**src/rtl/hazard_scoreboard.sv**
```systemverilog
// D-stage hazard scoreboard: classifies the D instruction, tracks destination/Tnew of
// the in-flight stages and derives the D stall plus rs/rt forwarding selects.
module hazard_scoreboard #(
    parameter  int NUM_STAGES = 3,
    localparam int FWD_W      = $clog2(NUM_STAGES + 1)
) (
    input  logic             clk,
    input  logic             reset,
    input  logic [31:0]      instr_d,
    input  logic             hold,
    output logic [3:0]       class_d,
    output logic             stall,
    output logic [FWD_W-1:0] fwd_rs_sel,
    output logic [FWD_W-1:0] fwd_rt_sel
);

    localparam logic [5:0] OP_SPECIAL = 6'b000000;
    localparam logic [5:0] OP_J       = 6'b000010;
    localparam logic [5:0] OP_JAL     = 6'b000011;
    localparam logic [5:0] OP_BEQ     = 6'b000100;
    localparam logic [5:0] OP_SLTIU   = 6'b001011;
    localparam logic [5:0] OP_ORI     = 6'b001101;
    localparam logic [5:0] OP_LUI     = 6'b001111;
    localparam logic [5:0] OP_LW      = 6'b100011;
    localparam logic [5:0] OP_SW      = 6'b101011;

    localparam logic [5:0] FN_SLL     = 6'b000000;
    localparam logic [5:0] FN_JR      = 6'b001000;
    localparam logic [5:0] FN_ADDU    = 6'b100001;
    localparam logic [5:0] FN_SUBU    = 6'b100011;

    typedef enum logic [3:0] {
        CLS_OTHER  = 4'd0,
        CLS_R      = 4'd1,
        CLS_IMM    = 4'd2,
        CLS_BRANCH = 4'd3,
        CLS_LOAD   = 4'd4,
        CLS_JR     = 4'd5,
        CLS_JAL    = 4'd6,
        CLS_STORE  = 4'd7,
        CLS_J      = 4'd8
    } class_e;

    // A stage with dst == 0 is a bubble; rem counts cycles until its result exists.
    typedef struct packed {
        logic [4:0] dst;
        logic [1:0] rem;
    } stage_t;

    stage_t [NUM_STAGES-1:0] stage_q;

    class_e     cls;
    logic       rs_used;
    logic       rt_used;
    logic [1:0] rs_tuse;
    logic [1:0] rt_tuse;
    logic [4:0] dst_d;
    logic [1:0] tnew_d;
    logic [5:0] op;
    logic [5:0] funct;
    logic       unused_shamt;

    assign op           = instr_d[31:26];
    assign funct        = instr_d[5:0];
    assign unused_shamt = ^instr_d[10:6];
    assign class_d      = cls;

    always_comb begin
        cls     = CLS_OTHER;
        rs_used = 1'b0;
        rt_used = 1'b0;
        rs_tuse = 2'd0;
        rt_tuse = 2'd0;
        dst_d   = 5'd0;
        tnew_d  = 2'd0;
        case (op)
            OP_SPECIAL: begin
                if (funct == FN_ADDU || funct == FN_SUBU || funct == FN_SLL) begin
                    cls     = CLS_R;
                    rs_used = (funct != FN_SLL);
                    rt_used = 1'b1;
                    rs_tuse = 2'd1;
                    rt_tuse = 2'd1;
                    dst_d   = instr_d[15:11];
                    tnew_d  = 2'd1;
                end else if (funct == FN_JR) begin
                    cls     = CLS_JR;
                    rs_used = 1'b1;
                end
            end
            OP_ORI, OP_SLTIU, OP_LUI: begin
                cls     = CLS_IMM;
                rs_used = (op != OP_LUI);
                rs_tuse = 2'd1;
                dst_d   = instr_d[20:16];
                tnew_d  = 2'd1;
            end
            OP_BEQ: begin
                cls     = CLS_BRANCH;
                rs_used = 1'b1;
                rt_used = 1'b1;
            end
            OP_LW: begin
                cls     = CLS_LOAD;
                rs_used = 1'b1;
                rs_tuse = 2'd1;
                dst_d   = instr_d[20:16];
                tnew_d  = 2'd2;
            end
            OP_JAL: begin
                cls     = CLS_JAL;
                dst_d   = 5'd31;
            end
            OP_SW: begin
                cls     = CLS_STORE;
                rs_used = 1'b1;
                rt_used = 1'b1;
                rs_tuse = 2'd1;
                rt_tuse = 2'd2;
            end
            OP_J:    cls = CLS_J;
            default: cls = CLS_OTHER;
        endcase
    end

    // Returns {stall, sel}. Scanning oldest to youngest lets the youngest match win.
    function automatic logic [FWD_W:0] check_operand(
        input logic [4:0]              r,
        input logic                    used,
        input logic [1:0]              tuse,
        input stage_t [NUM_STAGES-1:0] stages
    );
        logic             hit;
        stage_t           m;
        logic [FWD_W-1:0] k_sel;
        hit   = 1'b0;
        m     = '0;
        k_sel = '0;
        for (int k = NUM_STAGES - 1; k >= 0; k--) begin
            if (stages[k].dst == r) begin
                hit   = 1'b1;
                m     = stages[k];
                k_sel = FWD_W'(k + 1);
            end
        end
        if (!used || r == 5'd0 || !hit) return '0;
        if (m.rem > tuse) return {1'b1, {FWD_W{1'b0}}};
        return {1'b0, (m.rem == 2'd0) ? k_sel : {FWD_W{1'b0}}};
    endfunction

    logic [FWD_W:0] rs_chk;
    logic [FWD_W:0] rt_chk;

    // stall is raw: the consumer combines it with hold if it needs a gated enable.
    always_comb begin
        rs_chk     = check_operand(instr_d[25:21], rs_used, rs_tuse, stage_q);
        rt_chk     = check_operand(instr_d[20:16], rt_used, rt_tuse, stage_q);
        stall      = rs_chk[FWD_W] | rt_chk[FWD_W];
        fwd_rs_sel = rs_chk[FWD_W-1:0];
        fwd_rt_sel = rt_chk[FWD_W-1:0];
    end

    always_ff @(posedge clk) begin
        if (reset) begin
            stage_q <= '0;
        end else if (!hold) begin
            for (int k = 1; k < NUM_STAGES; k++) begin
                stage_q[k].dst <= stage_q[k-1].dst;
                stage_q[k].rem <= (stage_q[k-1].rem == 2'd0) ? 2'd0 : stage_q[k-1].rem - 2'd1;
            end
            if (stall) begin
                stage_q[0] <= '0;
            end else begin
                stage_q[0].dst <= dst_d;
                stage_q[0].rem <= tnew_d;
            end
        end
    end

endmodule

```
**config.mk**
```make
export PLATFORM = sky130hd
export DESIGN_NAME = hazard_scoreboard
export DESIGN_NICKNAME = d
export VERILOG_FILES = /design/src/rtl/hazard_scoreboard.sv
export SDC_FILE = /design/constraint.sdc
export NUM_CORES = 1
export LEC_CHECK = 0
export CAP_MARGIN = 15
export CORE_ASPECT_RATIO = 2
export CORE_UTILIZATION = 50
export CTS_CLUSTER_DIAMETER = 150
export CTS_CLUSTER_SIZE = 8
export DETAILED_ROUTE_END_ITERATION = 8
export PLACE_DENSITY = 0.81
export SETUP_SLACK_MARGIN = 0.4
export SLEW_MARGIN = 20
export SYNTH_ARGS = -nofsm -noshare
export SYNTH_HDL_FRONTEND = slang
export SYNTH_SLANG_ARGS = --single-unit
```
**constraint.sdc**
```tcl
create_clock -name clk -period 5 [get_ports clk]
set_input_delay 1 -clock clk [delete_from_list [all_inputs] [get_ports clk]]
set_output_delay 1 -clock clk [all_outputs]
set_load 0.05 [all_outputs]
```
==> results.json <==
{
  "rsz0062_at_grt": "yes",
  "hold_depth": 2,
  "final_cell_mix": "buf_4, nor2_1, clkdlybuf4s50_1, dfxtp_1, nand2_1",
  "critPathTopFamily": "buffers and inverters",
  "drive_gt1_share_pct": 30.23,
  "crit_chain": "dlygate4sd2_1 -> buf_4 -> xnor2_1 -> nand3_1 -> buf_4 -> buf_4 -> buf_4 -> buf_4 -> buf_4 -> buf_4 -> buf_4 -> nor3_1 -> a221o_1 -> a21oi_4 -> or2_4 -> buf_12",
  "synth_cell_types": 57,
  "cpMaxStageDelayCell": "or2_4",
  "grt_usage_pct": 31.23,
  "yosys_register_bits": 21,
  "postSynthAreaPerCell_um2": 7.837,
  "syn-instance-count": 239,
  "rows": 31,
  "drtAntennaViolNets": 0,
  "drt_iter0_markers": 73,
  "die_width_um": 45.28,
  "slowest_delay_ns": 0.28,
  "io_buffers": 38,
  "critPathCaptureType": "output port",
  "clk_pin_slew_ns": 0.08,
  "gp_congestion": 0.8221,
  "insertion_delay_ns": 0.26,
  "peakVddDrop_mv": 0.1793,
  "worstPathMaxFanout": 3,
  "grtUsageMet3_pct": 1.020,
  "cp-start-kind": "input port",
  "drc": 0,
  "tightest_slew_ns": 1.002,
  "fin_hold_ws_ns": 0.5298,
  "routed_wl_um": 6082,
  "largest_register": "stage_q",
  "post-route-period-util_pct": 91.57,
  "report.final.slew_viol_count": 0,
  "r2r_cells": 15,
  "cp.arrival_ns": 3.58,
  "min_path_type": "reg -> reg",
  "status": "complete, no violations",
  "syn_area_mm2": 0.001873,
  "avgViaCountPerCell": 5.772,
  "dr.pass1.iters": 5,
  "fin_crit_ns": 4.578,
  "start_util_pct": 51.93,
  "hold_buffers": 0,
  "synth_edf_count": 0,
  "yosysSeqAreaShare_pct": 22.44,
  "diodes": 0,
  "cap_viol_max_count": 0,
  "grt_max_degree": 22,
  "synthesis.nets": 277,
  "top_usage_layer": "met2",
  "grt_use_met1_pct": 34.37,
  "worst_ep_required_time_ns": 4.00,
  "antenna_found_initial": 0,
  "clkSinkCount": 21,
  "dp_hpwl_um": 4173,
  "fin_cells": 360,
  "final_common_cell": "buf_4",
  "setup_viol": 0,
  "cp.depth": 16,
  "finalPower_mw": 0.3900,
  "global_route.usage.met2_pct": 57.58,
  "area_growth_pct": 49.03,
  "cts_tree": "done",
  "grt-ovfl-total": 0,
  "grt_pass1_wl_um": 9308,
  "core_area_mm2": 0.003607,
  "largest_reg_flops": 21,
  "p_leak_nw": 1.139,
  "die_y_um": 88.56,
  "crit_buf_inv": 10,
  "yosysWarnings": 0,
  "worst_path_most_repeated_cell": "buf_4",
  "first_global_vias": 2041,
  "synth_ff_type": "dfxtp_1",
  "hold_violations": 0,
  "finalClockSkew_ns": 0.002821,
  "routedWlPerCell_um": 16.89,
  "cts_root_buffer": "clkbuf_8",
  "utilization_pct": 77.38,
  "p_per_area_mw_per_mm2": 139.7,
  "vias": 2078,
  "placedCellCount": 338,
  "htreeDepth": 1,
  "clock_path_buffers": 2,
  "biggestRegsByFlops": "stage_q x21",
  "numCtsBuffers": 3,
  "fin_nets": 350,
  "critPathKind": "in -> out",
  "fmax_mhz": 218.4,
  "die_area_mm2": 0.004010,
  "num_io_pins": 44,
  "synthArstFlopShare_pct": 0,
  "max-slew-margin-rel_pct": 32.98
}
worst min-delay path, stage by stage, from the launching register on:
cell and delay [ns]:
dfxtp_1 0.36, nand2_1 0.07, o31ai_1 0.05
worst paths after layout:
check / start / end / slack [ns]
hold / removal: stage_q[4]$_SDFFE_PP0N_ / stage_q[4]$_SDFFE_PP0N_ / 0.53
setup reg to reg: stage_q[11]$_SDFFE_PP0N_ / stage_q[3]$_SDFFE_PP0N_ / 2.07
setup / recovery: instr_d[24] / stall / 0.42
hold reg to reg: stage_q[4]$_SDFFE_PP0N_ / stage_q[4]$_SDFFE_PP0N_ / 0.53
power breakdown:
part	leakage, nW	total (mW)	switching (mW)	internal, mW
logic	0.945	0.109	0.0564	0.0529
clock network	0.0255	0.113	0.0575	0.0555
registers	0.169	0.168	0.000338	0.167
layer usage:
metal	vias up	part of all wire (%)
met5	-	0
met4	0	3.4
met1	980	36
met3	16	3.0
li1	1006	-
met2	76	58
stage by stage:
step,setup slack [ns],instance area (um^2),TNS (ns)
floorplan,0.3456,1879,0
global placement,0.002493,2472,0
detailed placement,-0.05561,2472,-0.05561
CTS,0.3317,2661,0
global route,0.2959,2791,0
finish,0.4217,2791,0
layout make-up:
cell class | count | area, um^2
multi-input cells | 204 | 1543
fillers | 238 | 815.8
repair buffers | 78 | 705.7
flip-flops and latches | 21 | 420.4
well taps | 49 | 61.31
clock buffers | 3 | 41.29
inverters | 4 | 15.01
clock inverters | 1 | 5.005
timing repair:
action / 4_1_cts / 5_1_grt
gates resized for setup: 25 / 33
endpoints found under the setup margin: 5 / 5
setup buffers: 13 / 5
endpoints found under the hold margin: 0 / 0
pin swaps: 13 / 14
gates cloned: 0 / 0
kinds of logic (layout without fill, tap and decap cells):
family | after synthesis | after routing | synth area share, %
AO/OA/AOI/OAI | 47 | 47 | 18.37
XOR/XNOR | 31 | 31 | 14.50
adder cells (fa/ha/maj) | 3 | 3 | 2.004
buffers and inverters | 14 | 86 | 4.074
flip-flops | 21 | 21 | 22.44
multiplexers | 12 | 12 | 6.480
AND/OR/NAND/NOR | 111 | 111 | 32.13
cell usage after synthesis, types with 2 or more instances:
library cell  number  area, um^2
inv_1              4       15.01
and3_1             7       43.79
xor2_1            18       157.7
ha_1               3       37.54
clkbuf_1           5       18.77
or2_1              2       12.51
or2_0              4       25.02
o211ai_1           2       15.01
o21ai_1            2       10.01
o21ai_0            9       45.04
a21oi_1            6       30.03
nor3_1             8       40.04
nand4_1            2       12.51
nor2_1            35       131.4
o31ai_1            7       52.55
nand2_1           17       63.81
and2_1             4       25.02
or4_1              3       22.52
a22oi_1            2       15.01
nor2b_1            3       18.77
a221oi_1           6       52.55
dfxtp_1           21       420.4
nor3b_1            2       15.01
buf_6              2       22.52
or2_2              3       18.77
buf_4              2       15.01
o211a_1            2       20.02
mux2i_1           11       110.1
nand3_1            7       35.03
xnor2_1           13       113.9
Power figures use the tool's default switching activity.
==> RTL change (same settings) <==
`NUM_STAGES`: 3 -> 5.
--- a/src/rtl/hazard_scoreboard.sv
+++ b/src/rtl/hazard_scoreboard.sv
@@ -3,3 +3,3 @@
 module hazard_scoreboard #(
-    parameter  int NUM_STAGES = 3,
+    parameter  int NUM_STAGES = 5,
     localparam int FWD_W      = $clog2(NUM_STAGES + 1)
Interface: changed (resized fwd_rs_sel and fwd_rt_sel); port bits go from 44 to 46. The function was not compared with the original's and may differ.
==> RTL change against the unedited design <==
Sequential share of layout area increased by 3.4 points; power increased by 62%; sequential power increased by 66%; non-clock buffer count increased by 8; first-iteration DRC count increased by 42%; area after synthesis increased by 47%; worst setup slack got worse by 0.12 ns; hold slack improved by 0.032 ns; final area increased by 36%; fmax decreased by 2.5%; sequential cell count increased by 14; routed wire length increased by 38%; critical endpoint is now fwd_rt_sel[2].
==> RTL change: results (changes against the unedited design) <==
- Status: finished, final reports clean
- Commonest cells in the synthesized netlist: 60 x nor2_1, 35 x dfxtp_1, 32 x xor2_1
- First-pass DRT Iterations: 4 (-1)
- Seq/Total Area, Yosys: 25.5% (+3.0 points)
- Pre-CTS setup slack: -0.199 ns (-0.143 ns)
- R2r endpoint: stage_q[1]$_SDFFE_PP0N_
- Fill cells: 361 (+52%)
- R2R depth: 13 (-2)
- PortBufs: 40 (+5.3%)
- Total GRT Usage: 32.6% (+1.3 points)
- Worst R2R Start: stage_q[24]$_SDFFE_PP0N_
- Least-Margin Pin Slew: 1.06 ns (+0.0541 ns)
- RePlAce Congestion: 0.946 (+15%)
- H-tree Lvls: 2 (+1)
- Peak VDD IR: 0.000222 V (+24%)
- Largest regs: stage_q (35)
- Reg2Reg Setup Slack: 1.91 ns (-0.16 ns)
- Largest net degree at the start of global routing: 41 (+86%)
- Leakage: 1.53 nW (+34%)
- Clock Latency Late Sink: 0.30 ns (+0.04 ns)
- Vias in the first global route: 2824 (+38%)
- Crit path arrival time: 3.70 ns (+0.12 ns)
- CTS buffer count: 5 (+2)
- DP Wirelength: 5730 um (+37%)
- Wirelength per Cell: 18.0 um (+6.5%)
- Post-layout min period: 4.70 ns (+0.117 ns)
- Layout cell share with drive strength beyond 1: 30.2% (about the same)
- Clk_skew: 0.00882 ns (+0.00600 ns)
- Area of the multi-input gates: 2070 um^2 (+34%)
- Net Count, Synth: 377 (+36%)
- CP max FO: 4 (+1)
- First-pass GRT wire length: 13600 um (+47%)
- Min-Delay Endpoint: stage_q[28]$_SDFFE_PP0N_
- Nets: 447 (+28%)
## RTL change: cell count changes after synthesis, moves of 5 or more
cell | unedited run | this run
xnor2_1 | 13 | 18
buf_6 | 2 | 8
a32o_1 | 0 | 7
and3_1 | 7 | 2
mux2i_1 | 11 | 21
o31ai_1 | 7 | 2
xor2_1 | 18 | 32
a21oi_1 | 6 | 16
nor2_1 | 35 | 60
inv_1 | 4 | 9
nand2b_1 | 0 | 5
dfxtp_1 | 21 | 35
## RTL change: where the power goes
| part | internal (mW) | total, mW | leakage [nW] | switching (mW) |
|---|---|---|---|---|
| registers | 0.279 | 0.279 | 0.282 | 0.000522 |
| clock network | 0.0974 | 0.211 | 0.0412 | 0.114 |
| logic | 0.0655 | 0.139 | 1.20 | 0.0738 |
## RTL change: repair_timing
action | CTS | global route
endpoints found under the setup margin | 7 | 7
gates resized for setup | 97 | 11
pin swaps | 29 | 13
cloned | 0 | 0
buffers inserted | 16 | 3
## RTL change: worst max-delay path by stage
stage               cells past startpoint       endpoint   startpoint  slack, ns
floorplan                              13  fwd_rt_sel[1]  instr_d[20]       0.30
finish                                 16  fwd_rt_sel[2]  instr_d[20]       0.30
CTS                                    14  fwd_rs_sel[2]  instr_d[22]       0.39
detailed placement                     14  fwd_rs_sel[2]  instr_d[24]      -0.20
global route                           16  fwd_rt_sel[2]  instr_d[20]       0.11
global placement                       14  fwd_rs_sel[2]  instr_d[24]      -0.09
## RTL change: kinds of logic after synthesis
group / synth area share [%]
flip-flops: 25.5
multiplexers: 8.05
AND/OR/NAND/NOR: 25.3
buffers and inverters: 7.14
XOR/XNOR: 15.9
AO/OA/AOI/OAI: 16.8
adder cells (fa/ha/maj): 1.36
## RTL change: routing by layer
metal	share of wire [%]	track usage, %	vias up
li1	-	-	1314
met1	36	33.7	1323
met2	54	55.1	102
met3	3.6	5.11	41
met4	6.3	23.6	0
met5	0	0	-
## RTL change: per-stage QoR
stage / hold WS (ns) / std cells
6_report: 0.562 / 468
5_1_grt: 0.591 / 468
4_1_cts: 0.560 / 465
3_5_place_dp: 0.540 / 441
3_3_place_gp: 0.506 / 441
2_1_floorplan: 0.483 / 339
## RTL change: critical path, stage by stage
cell and delay (ns):
buf_6 0.10, xor2_1 0.13, nor3_1 0.19, buf_4 0.16, and2_4 0.15, buf_6 0.12
o311ai_1 0.12, a31oi_1 0.27, ha_1 0.21, inv_1 0.06, a21oi_2 0.15, a21oi_2 0.06
a311oi_2 0.25, o2111ai_2 0.24, nor3_2 0.31, buf_12 0.18
## RTL change: cell type report
cell class                      count  area share [%]
Multi-Input combinational cell    272            54.5
Timing Repair Buffer               86            22.0
Clock inverter                      2           0.329
Inverter                            9           0.888
Clock buffer                        6            1.91
Sequential cell                    35            18.4
Tap cell                           58            1.91
